===== src/rtl/dec10to8_rx.sv =====
// dec10to8_rx: 8b/10b symbol decoder with running-disparity tracking,
// packet framing recovery (K28.1 preamble .. K23.7 + CRC .. K28.5) and CRC-32 check.
module dec10to8_rx #(
    parameter int          MIN_PRE  = 1,
    parameter logic [31:0] CRC_INIT = 32'hFFFFFFFF
) (
    input  logic       clk,
    input  logic       reset,
    input  logic       pushin,
    input  logic [9:0] datain,
    output logic       pushout,
    output logic [8:0] dataout,
    output logic       startout,
    output logic       endout,
    output logic       crcok,
    output logic       codeerr,
    output logic       disperr
);
    typedef enum logic [2:0] {HUNT, PRE, DATA, CRCB, TAIL} state_t;

    function automatic logic [31:0] crc_byte(input logic [31:0] c, input logic [7:0] b);
        logic [31:0] r;
        r = c ^ {24'd0, b};
        for (int i = 0; i < 8; i++) r = r[0] ? (r >> 1) ^ 32'hEDB88320 : r >> 1;
        return r;
    endfunction

    state_t      r_state, w_state;
    logic        r_rd;
    logic [31:0] r_crc, w_crc, r_rx, w_rx;
    logic [3:0]  r_cnt, w_cnt;
    logic [1:0]  r_idx, w_idx;
    logic        w_push, w_start, w_end, w_ok;
    logic [5:0]  w_s6;
    logic [3:0]  w_s4, w_t4;
    logic [4:0]  w_x;
    logic [2:0]  w_y, w_n6, w_n4;
    logic        w_v6, w_v4, w_k28, w_kx7, w_k, w_valid;
    logic        w_rd6, w_rd4, w_derr, w_k281, w_k237, w_k285;
    logic [7:0]  w_byte;

    // sub-blocks are held with the first-transmitted bit as MSB to match code tables
    assign w_s6    = {datain[0], datain[1], datain[2], datain[3], datain[4], datain[5]};
    assign w_s4    = {datain[6], datain[7], datain[8], datain[9]};
    assign w_k28   = (w_s6 == 6'b001111) || (w_s6 == 6'b110000);
    assign w_t4    = (w_s6 == 6'b110000) ? ~w_s4 : w_s4;
    assign w_n6    = 3'($countones(w_s6));
    assign w_n4    = 3'($countones(w_s4));

    always_comb begin
        w_v6 = 1'b1;
        w_x  = 5'd0;
        case (w_s6)
            6'b100111, 6'b011000: w_x = 5'd0;
            6'b011101, 6'b100010: w_x = 5'd1;
            6'b101101, 6'b010010: w_x = 5'd2;
            6'b110001:            w_x = 5'd3;
            6'b110101, 6'b001010: w_x = 5'd4;
            6'b101001:            w_x = 5'd5;
            6'b011001:            w_x = 5'd6;
            6'b111000, 6'b000111: w_x = 5'd7;
            6'b111001, 6'b000110: w_x = 5'd8;
            6'b100101:            w_x = 5'd9;
            6'b010101:            w_x = 5'd10;
            6'b110100:            w_x = 5'd11;
            6'b001101:            w_x = 5'd12;
            6'b101100:            w_x = 5'd13;
            6'b011100:            w_x = 5'd14;
            6'b010111, 6'b101000: w_x = 5'd15;
            6'b011011, 6'b100100: w_x = 5'd16;
            6'b100011:            w_x = 5'd17;
            6'b010011:            w_x = 5'd18;
            6'b110010:            w_x = 5'd19;
            6'b001011:            w_x = 5'd20;
            6'b101010:            w_x = 5'd21;
            6'b011010:            w_x = 5'd22;
            6'b111010, 6'b000101: w_x = 5'd23;
            6'b110011, 6'b001100: w_x = 5'd24;
            6'b100110:            w_x = 5'd25;
            6'b010110:            w_x = 5'd26;
            6'b110110, 6'b001001: w_x = 5'd27;
            6'b001110:            w_x = 5'd28;
            6'b101110, 6'b010001: w_x = 5'd29;
            6'b011110, 6'b100001: w_x = 5'd30;
            6'b101011, 6'b010100: w_x = 5'd31;
            6'b001111, 6'b110000: w_x = 5'd28;
            default:              w_v6 = 1'b0;
        endcase
    end

    // K28 4b codes are matched after folding the RD+ form onto the RD- form
    always_comb begin
        w_v4 = 1'b1;
        w_y  = 3'd0;
        if (w_k28)
            case (w_t4)
                4'b0100: w_y = 3'd0;
                4'b1001: w_y = 3'd1;
                4'b0101: w_y = 3'd2;
                4'b0011: w_y = 3'd3;
                4'b0010: w_y = 3'd4;
                4'b1010: w_y = 3'd5;
                4'b0110: w_y = 3'd6;
                4'b1000: w_y = 3'd7;
                default: w_v4 = 1'b0;
            endcase
        else
            case (w_s4)
                4'b1011, 4'b0100:                   w_y = 3'd0;
                4'b1001:                            w_y = 3'd1;
                4'b0101:                            w_y = 3'd2;
                4'b1100, 4'b0011:                   w_y = 3'd3;
                4'b1101, 4'b0010:                   w_y = 3'd4;
                4'b1010:                            w_y = 3'd5;
                4'b0110:                            w_y = 3'd6;
                4'b1110, 4'b0001, 4'b0111, 4'b1000: w_y = 3'd7;
                default:                            w_v4 = 1'b0;
            endcase
    end

    assign w_kx7   = !w_k28 && (w_x == 5'd23 || w_x == 5'd27 || w_x == 5'd29 || w_x == 5'd30)
                     && (w_s4 == 4'b0111 || w_s4 == 4'b1000);
    assign w_k     = w_k28 | w_kx7;
    assign w_valid = w_v6 & w_v4;
    assign w_byte  = {w_y, w_x};
    assign w_k281  = w_k && w_byte == 8'h3C;
    assign w_k237  = w_k && w_byte == 8'hF7;
    assign w_k285  = w_k && w_byte == 8'hBC;
    assign w_rd6   = (w_n6 == 3'd4) ? 1'b1 : (w_n6 == 3'd2) ? 1'b0 :
                     (w_s6 == 6'b000111) ? 1'b1 : (w_s6 == 6'b111000) ? 1'b0 : r_rd;
    assign w_rd4   = (w_n4 == 3'd3) ? 1'b1 : (w_n4 == 3'd1) ? 1'b0 :
                     (w_s4 == 4'b0011) ? 1'b1 : (w_s4 == 4'b1100) ? 1'b0 : w_rd6;
    assign w_derr  = (w_n6 == 3'd4 && r_rd) || (w_n6 == 3'd2 && !r_rd) ||
                     (w_n4 == 3'd3 && w_rd6) || (w_n4 == 3'd1 && !w_rd6);

    always_comb begin
        w_state = r_state;
        w_cnt   = r_cnt;
        w_idx   = r_idx;
        w_rx    = r_rx;
        w_crc   = r_crc;
        w_push  = 1'b0;
        w_start = 1'b0;
        w_end   = 1'b0;
        w_ok    = 1'b0;
        if (pushin) begin
            if (!w_valid) w_state = HUNT;
            else
                case (r_state)
                    HUNT: if (w_k281) begin
                        w_state = PRE;
                        w_cnt   = 4'd1;
                    end
                    PRE: if (w_k281) w_cnt = (r_cnt == 4'd15) ? r_cnt : r_cnt + 4'd1;
                    else if (r_cnt >= 4'(MIN_PRE) && (!w_k || w_k237)) begin
                        w_state = w_k ? CRCB : DATA;
                        w_idx   = 2'd0;
                        w_push  = !w_k;
                        w_start = !w_k;
                        w_crc   = w_k ? CRC_INIT : crc_byte(CRC_INIT, w_byte);
                    end else w_state = HUNT;
                    DATA: if (w_k281) begin
                        w_state = PRE;
                        w_cnt   = 4'd1;
                    end else if (w_k285) w_state = HUNT;
                    else if (w_k237) begin
                        w_state = CRCB;
                        w_idx   = 2'd0;
                    end else begin
                        w_push = 1'b1;
                        w_crc  = crc_byte(r_crc, w_byte);
                    end
                    CRCB: if (w_k) w_state = HUNT;
                    else begin
                        w_rx[{r_idx, 3'b000} +: 8] = w_byte;
                        w_idx   = r_idx + 2'd1;
                        w_state = (r_idx == 2'd3) ? TAIL : CRCB;
                    end
                    TAIL: begin
                        w_state = HUNT;
                        w_end   = w_k285;
                        w_ok    = w_k285 && (r_rx == ~r_crc);
                    end
                    default: w_state = HUNT;
                endcase
        end
    end

    always_ff @(posedge clk or posedge reset) begin
        if (reset) begin
            r_state  <= HUNT;
            r_rd     <= 1'b0;
            r_crc    <= CRC_INIT;
            r_cnt    <= 4'd0;
            r_idx    <= 2'd0;
            r_rx     <= 32'd0;
            pushout  <= 1'b0;
            dataout  <= 9'd0;
            startout <= 1'b0;
            endout   <= 1'b0;
            crcok    <= 1'b0;
            codeerr  <= 1'b0;
            disperr  <= 1'b0;
        end else begin
            r_state  <= w_state;
            r_rd     <= (pushin && w_valid) ? w_rd4 : r_rd;
            r_crc    <= w_crc;
            r_cnt    <= w_cnt;
            r_idx    <= w_idx;
            r_rx     <= w_rx;
            pushout  <= w_push;
            dataout  <= w_push ? {w_k, w_byte} : dataout;
            startout <= w_start;
            endout   <= w_end;
            crcok    <= w_ok;
            codeerr  <= pushin & ~w_valid;
            disperr  <= pushin & w_derr;
        end
    end
endmodule


===== config.mk =====
export PLATFORM = sky130hd
export DESIGN_NAME = dec10to8_rx
export DESIGN_NICKNAME = d
export VERILOG_FILES = /design/src/rtl/dec10to8_rx.sv
export SDC_FILE = /design/constraint.sdc
export NUM_CORES = 1
export LEC_CHECK = 0
export BUFFER_PORTS_ARGS = -buffer_cell sky130_fd_sc_hd__buf_2
export CORE_MARGIN = 5
export CORE_UTILIZATION = 35
export DETAILED_ROUTE_END_ITERATION = 10
export RECOVER_POWER = 100
export SYNTH_ARGS = -nofsm -noshare
export SYNTH_HDL_FRONTEND = slang
export SYNTH_SLANG_ARGS = --single-unit

===== constraint.sdc =====
create_clock -name clk -period 8.4 [get_ports clk]
set_clock_uncertainty 0.1 [all_clocks]
set_input_delay 2.52 -clock clk [delete_from_list [all_inputs] [get_ports clk]]
set_output_delay 2.52 -clock clk [all_outputs]
set_load 0.01 [all_outputs]

==> run metrics <==
run status=finished, violations left; failing checks=capacitance limit, slew limit; Crit path largest cell delay=~0.65 ns; FF-to-FF Start=r_state[0]$_DFFE_PP0P_; Port-buffer cells=27; clock sink count=89; critical path startpoint category=input port; footprint of the multi-input gates=around 0.0048 sq mm; Synth Cell Area=0.00739 sq mm; Synth Register Bits=89; ys flop type=dfrtp_1; kind of critical path=input port to flop; Routed Antenna Nets=0; Yosys warning count=0; Ant. Diodes=0; sequential area share after synthesis=0.307; Synth top area share=0.193; area grow syn2layout=8.09%; hold path start=dataout[4]$_DFFE_PP0P_; critical path peak fanout=27; final net count=between 800 and 900; core area=between 0.02 and 0.025 sq mm; Max Freq=135 MHz; setup violators final=0; final WL=between 15,000 and 20,000 microns; Post-synth top cells=nand2_1 (99), xnor2_1 (69), o21ai_0 (63), dfrtp_1 (57), xor2_1 (54); post-cts sizing count=0; H-tree levels=3; CTS tree=done; Initial Util=0.354; Residual DRC=0; Tot GR Track Use=0.164; cell mode on critical path=o21ai_0; final hold vios=0; count leader, synth=nand2_1; worst min-delay path category=flop to flop; I/O pins=28; Worst-Margin Slew=about 3.2 ns; share of cells above drive strength 1=0.126; Synth Instances=between 800 and 900; Max Slew Vio Count=92; die width=approximately 160 microns; EDFF count, synth=0; worst r2r dst=r_crc[8]$_DFFE_PP1P_; DR pass1 iterations=7; Vias=about 5,800; Fin Setup TNS=0 ns; fin crit share=0.884; clk_lat worst skew=around 0.36 ns; largest net degree at the start of global routing=59; worst path arrival time=between 7 and 8 ns; detailed-route wire length per cell=roughly 18 microns; RSZ-0062 raised after global routing=no; Area contributors post-synth=dfrtp_1 (19%), dfstp_2 (11%), xnor2_1 (8.2%), xor2_1 (6.4%), nand2_1 (5.0%); CP endpoint kind=flop; Num CTS Buffers=9; vias in the first global route=between 5,000 and 6,000; reported leakage power=3.38 nW; first-pass GRT wire length=31,500 microns; FF+latch area=roughly 0.0023 sq mm; synthesized area per cell=about 9 sq um; die footprint=between 0.02 and 0.025 sq mm; grt ovf=0; vias per cell=about 5.3; min cycle time layout=7.42 ns; maximum clock path buffer count=2; Initial DRC Count=between 400 and 500; slowest CP cell=or2_0; WHS Path Cells=2; PD cells=roughly 280 mW/mm^2; antenna violations before repair=0; Hold Crit Endpoint=dataout[4]$_DFFE_PP0P_; critical-path cell list=buf_2 > or2_0 > o32ai_1 > nor4b_1 > and4_1 > inv_1 > ha_1 > o21ai_0 > a221oi_1 > o21ai_0 > nand2_1 > o21ai_0 > nand4b_2 > buf_4 > o21ai_0; Worst Path Required=approximately 8.6 ns; fill count=~2,100; Post-CTS Setup Inserts=0; reg2reg setup slack=between 5 and 6 ns; gpl congestion=~0.92; clk slew on worst S/H paths=0.06 ns; Synth async-reset ratio=1.00; cts hold-fix bufs=0; leading area contributor after synthesis=dfrtp_1; FF-to-FF path depth=8; worst vdd ir=about 0.14 mV; Cell Rows=53; synth unique cells=86; Slew headroom=-1.11; Max Cap Violations=2; post-detail-place hpwl=14,300 microns; Syn Nets=approximately 860; die height=between 150 and 200 microns; Overall Power=around 0.0022 W; Root Driver=clkbuf_16
through the flow:
stage,cell area [sq um],worst slack (ns),instances,util,hold slack (ns)
floorplan,7390,2.00,814,-,0.365
global placement,7700,1.06,1071,0.368,0.362
detailed placement,7700,0.902,1071,0.368,0.374
CTS,8020,1.27,1087,0.384,0.389
global route,7990,0.351,1087,0.383,0.418
finish,7990,0.976,1087,0.383,0.389
metal layers:
| layer | wire, microns | GRT usage | vias to the layer above |
|---|---|---|---|
| met1 | 9380 | 0.226 | 2775 |
| met2 | 9220 | 0.264 | 103 |
| met5 | 0 | 0 | - |
| li1 | - | - | 2866 |
| met4 | 352 | 0.0375 | 0 |
| met3 | 757 | 0.0339 | 22 |
final cells by class:
cell class | count | area share
repair buffers | 35 | 0.0215
flip-flops and latches | 89 | 0.284
clock inverters | 6 | 0.0113
clock buffers | 10 | 0.0287
inverters | 33 | 0.0157
well taps | 275 | 0.0431
multi-input cells | 639 | 0.596
kinds of logic after synthesis:
logic type / share of synthesized area
buf+inv: 0.0489
fa+ha+maj: 0.0596
compound gates: 0.202
simple gates: 0.171
mux: 0.0129
xor+xnor: 0.199
flops: 0.307
how the worst max path moves through the flow:
stage	start	end	cells past startpoint
after global placement	datain[4]	r_crc[30]$_DFFE_PP1P_	15
after CTS	datain[4]	r_crc[3]$_DFFE_PP1P_	15
after floorplan	datain[4]	r_crc[5]$_DFFE_PP1P_	19
final	datain[4]	r_crc[8]$_DFFE_PP1P_	15
after detailed placement	datain[4]	r_crc[4]$_DFFE_PP1P_	15
after global routing	datain[4]	r_crc[3]$_DFFE_PP1P_	15
worst max-delay path, delay by kind of cell:
family,cells,cell delay [ns]
AND/OR/NAND/NOR,5,2.62
adder cells (fa/ha/maj),1,0.25
buffers and inverters,3,1.04
AO/OA/AOI/OAI,6,1.16
sequential cells by signal (all words and copies together), names as in the netlist:
| name | flops |
|---|---|
| codeerr | 1 |
| crcok | 1 |
| dataout | 9 |
| disperr | 1 |
| endout | 1 |
| pushout | 1 |
| r_cnt | 4 |
| r_crc | 32 |
| r_idx | 2 |
| r_rd | 1 |
| r_rx | 32 |
| r_state | 3 |
| startout | 1 |
placed cells by master, fill, tap and decap left out, types with 4 or more instances in the layout:
master | netlist | layout
nor2b_1 | 9 | 9
nand3_1 | 16 | 16
or3_1 | 4 | 4
xnor2_2 | 7 | 7
xnor2_1 | 69 | 69
dfrtp_1 | 57 | 57
and3b_1 | 7 | 7
and2_1 | 5 | 4
nand2b_1 | 9 | 9
nor2_1 | 32 | 32
o21ai_0 | 63 | 66
a31oi_1 | 6 | 6
o31ai_1 | 34 | 34
a32oi_1 | 4 | 4
clkbuf_1 | 29 | 18
clkbuf_16 | 0 | 9
buf_4 | 5 | 7
a21oi_1 | 22 | 22
nor3_1 | 12 | 12
a211oi_1 | 4 | 4
mux2i_1 | 5 | 5
o22ai_1 | 19 | 19
nand2_1 | 99 | 99
dfstp_2 | 32 | 32
nand3b_1 | 7 | 7
inv_1 | 33 | 32
buf_2 | 16 | 11
a221oi_1 | 7 | 7
o21ai_1 | 7 | 4
and4_1 | 4 | 4
nor4_1 | 5 | 5
xnor3_1 | 4 | 4
fa_1 | 4 | 4
a21o_1 | 9 | 9
xor2_1 | 54 | 54
nand4_1 | 13 | 13
mux2_2 | 4 | 4
ha_1 | 28 | 28
power breakdown:
group          switching, W  internal, W  leakage [nW]
Clock              0.000181     0.000262         0.153
Combinational      0.000613     0.000518          2.12
Sequential        0.0000990     0.000529          1.11
Total              0.000894      0.00131          3.38
Power figures use the tool's default switching activity.
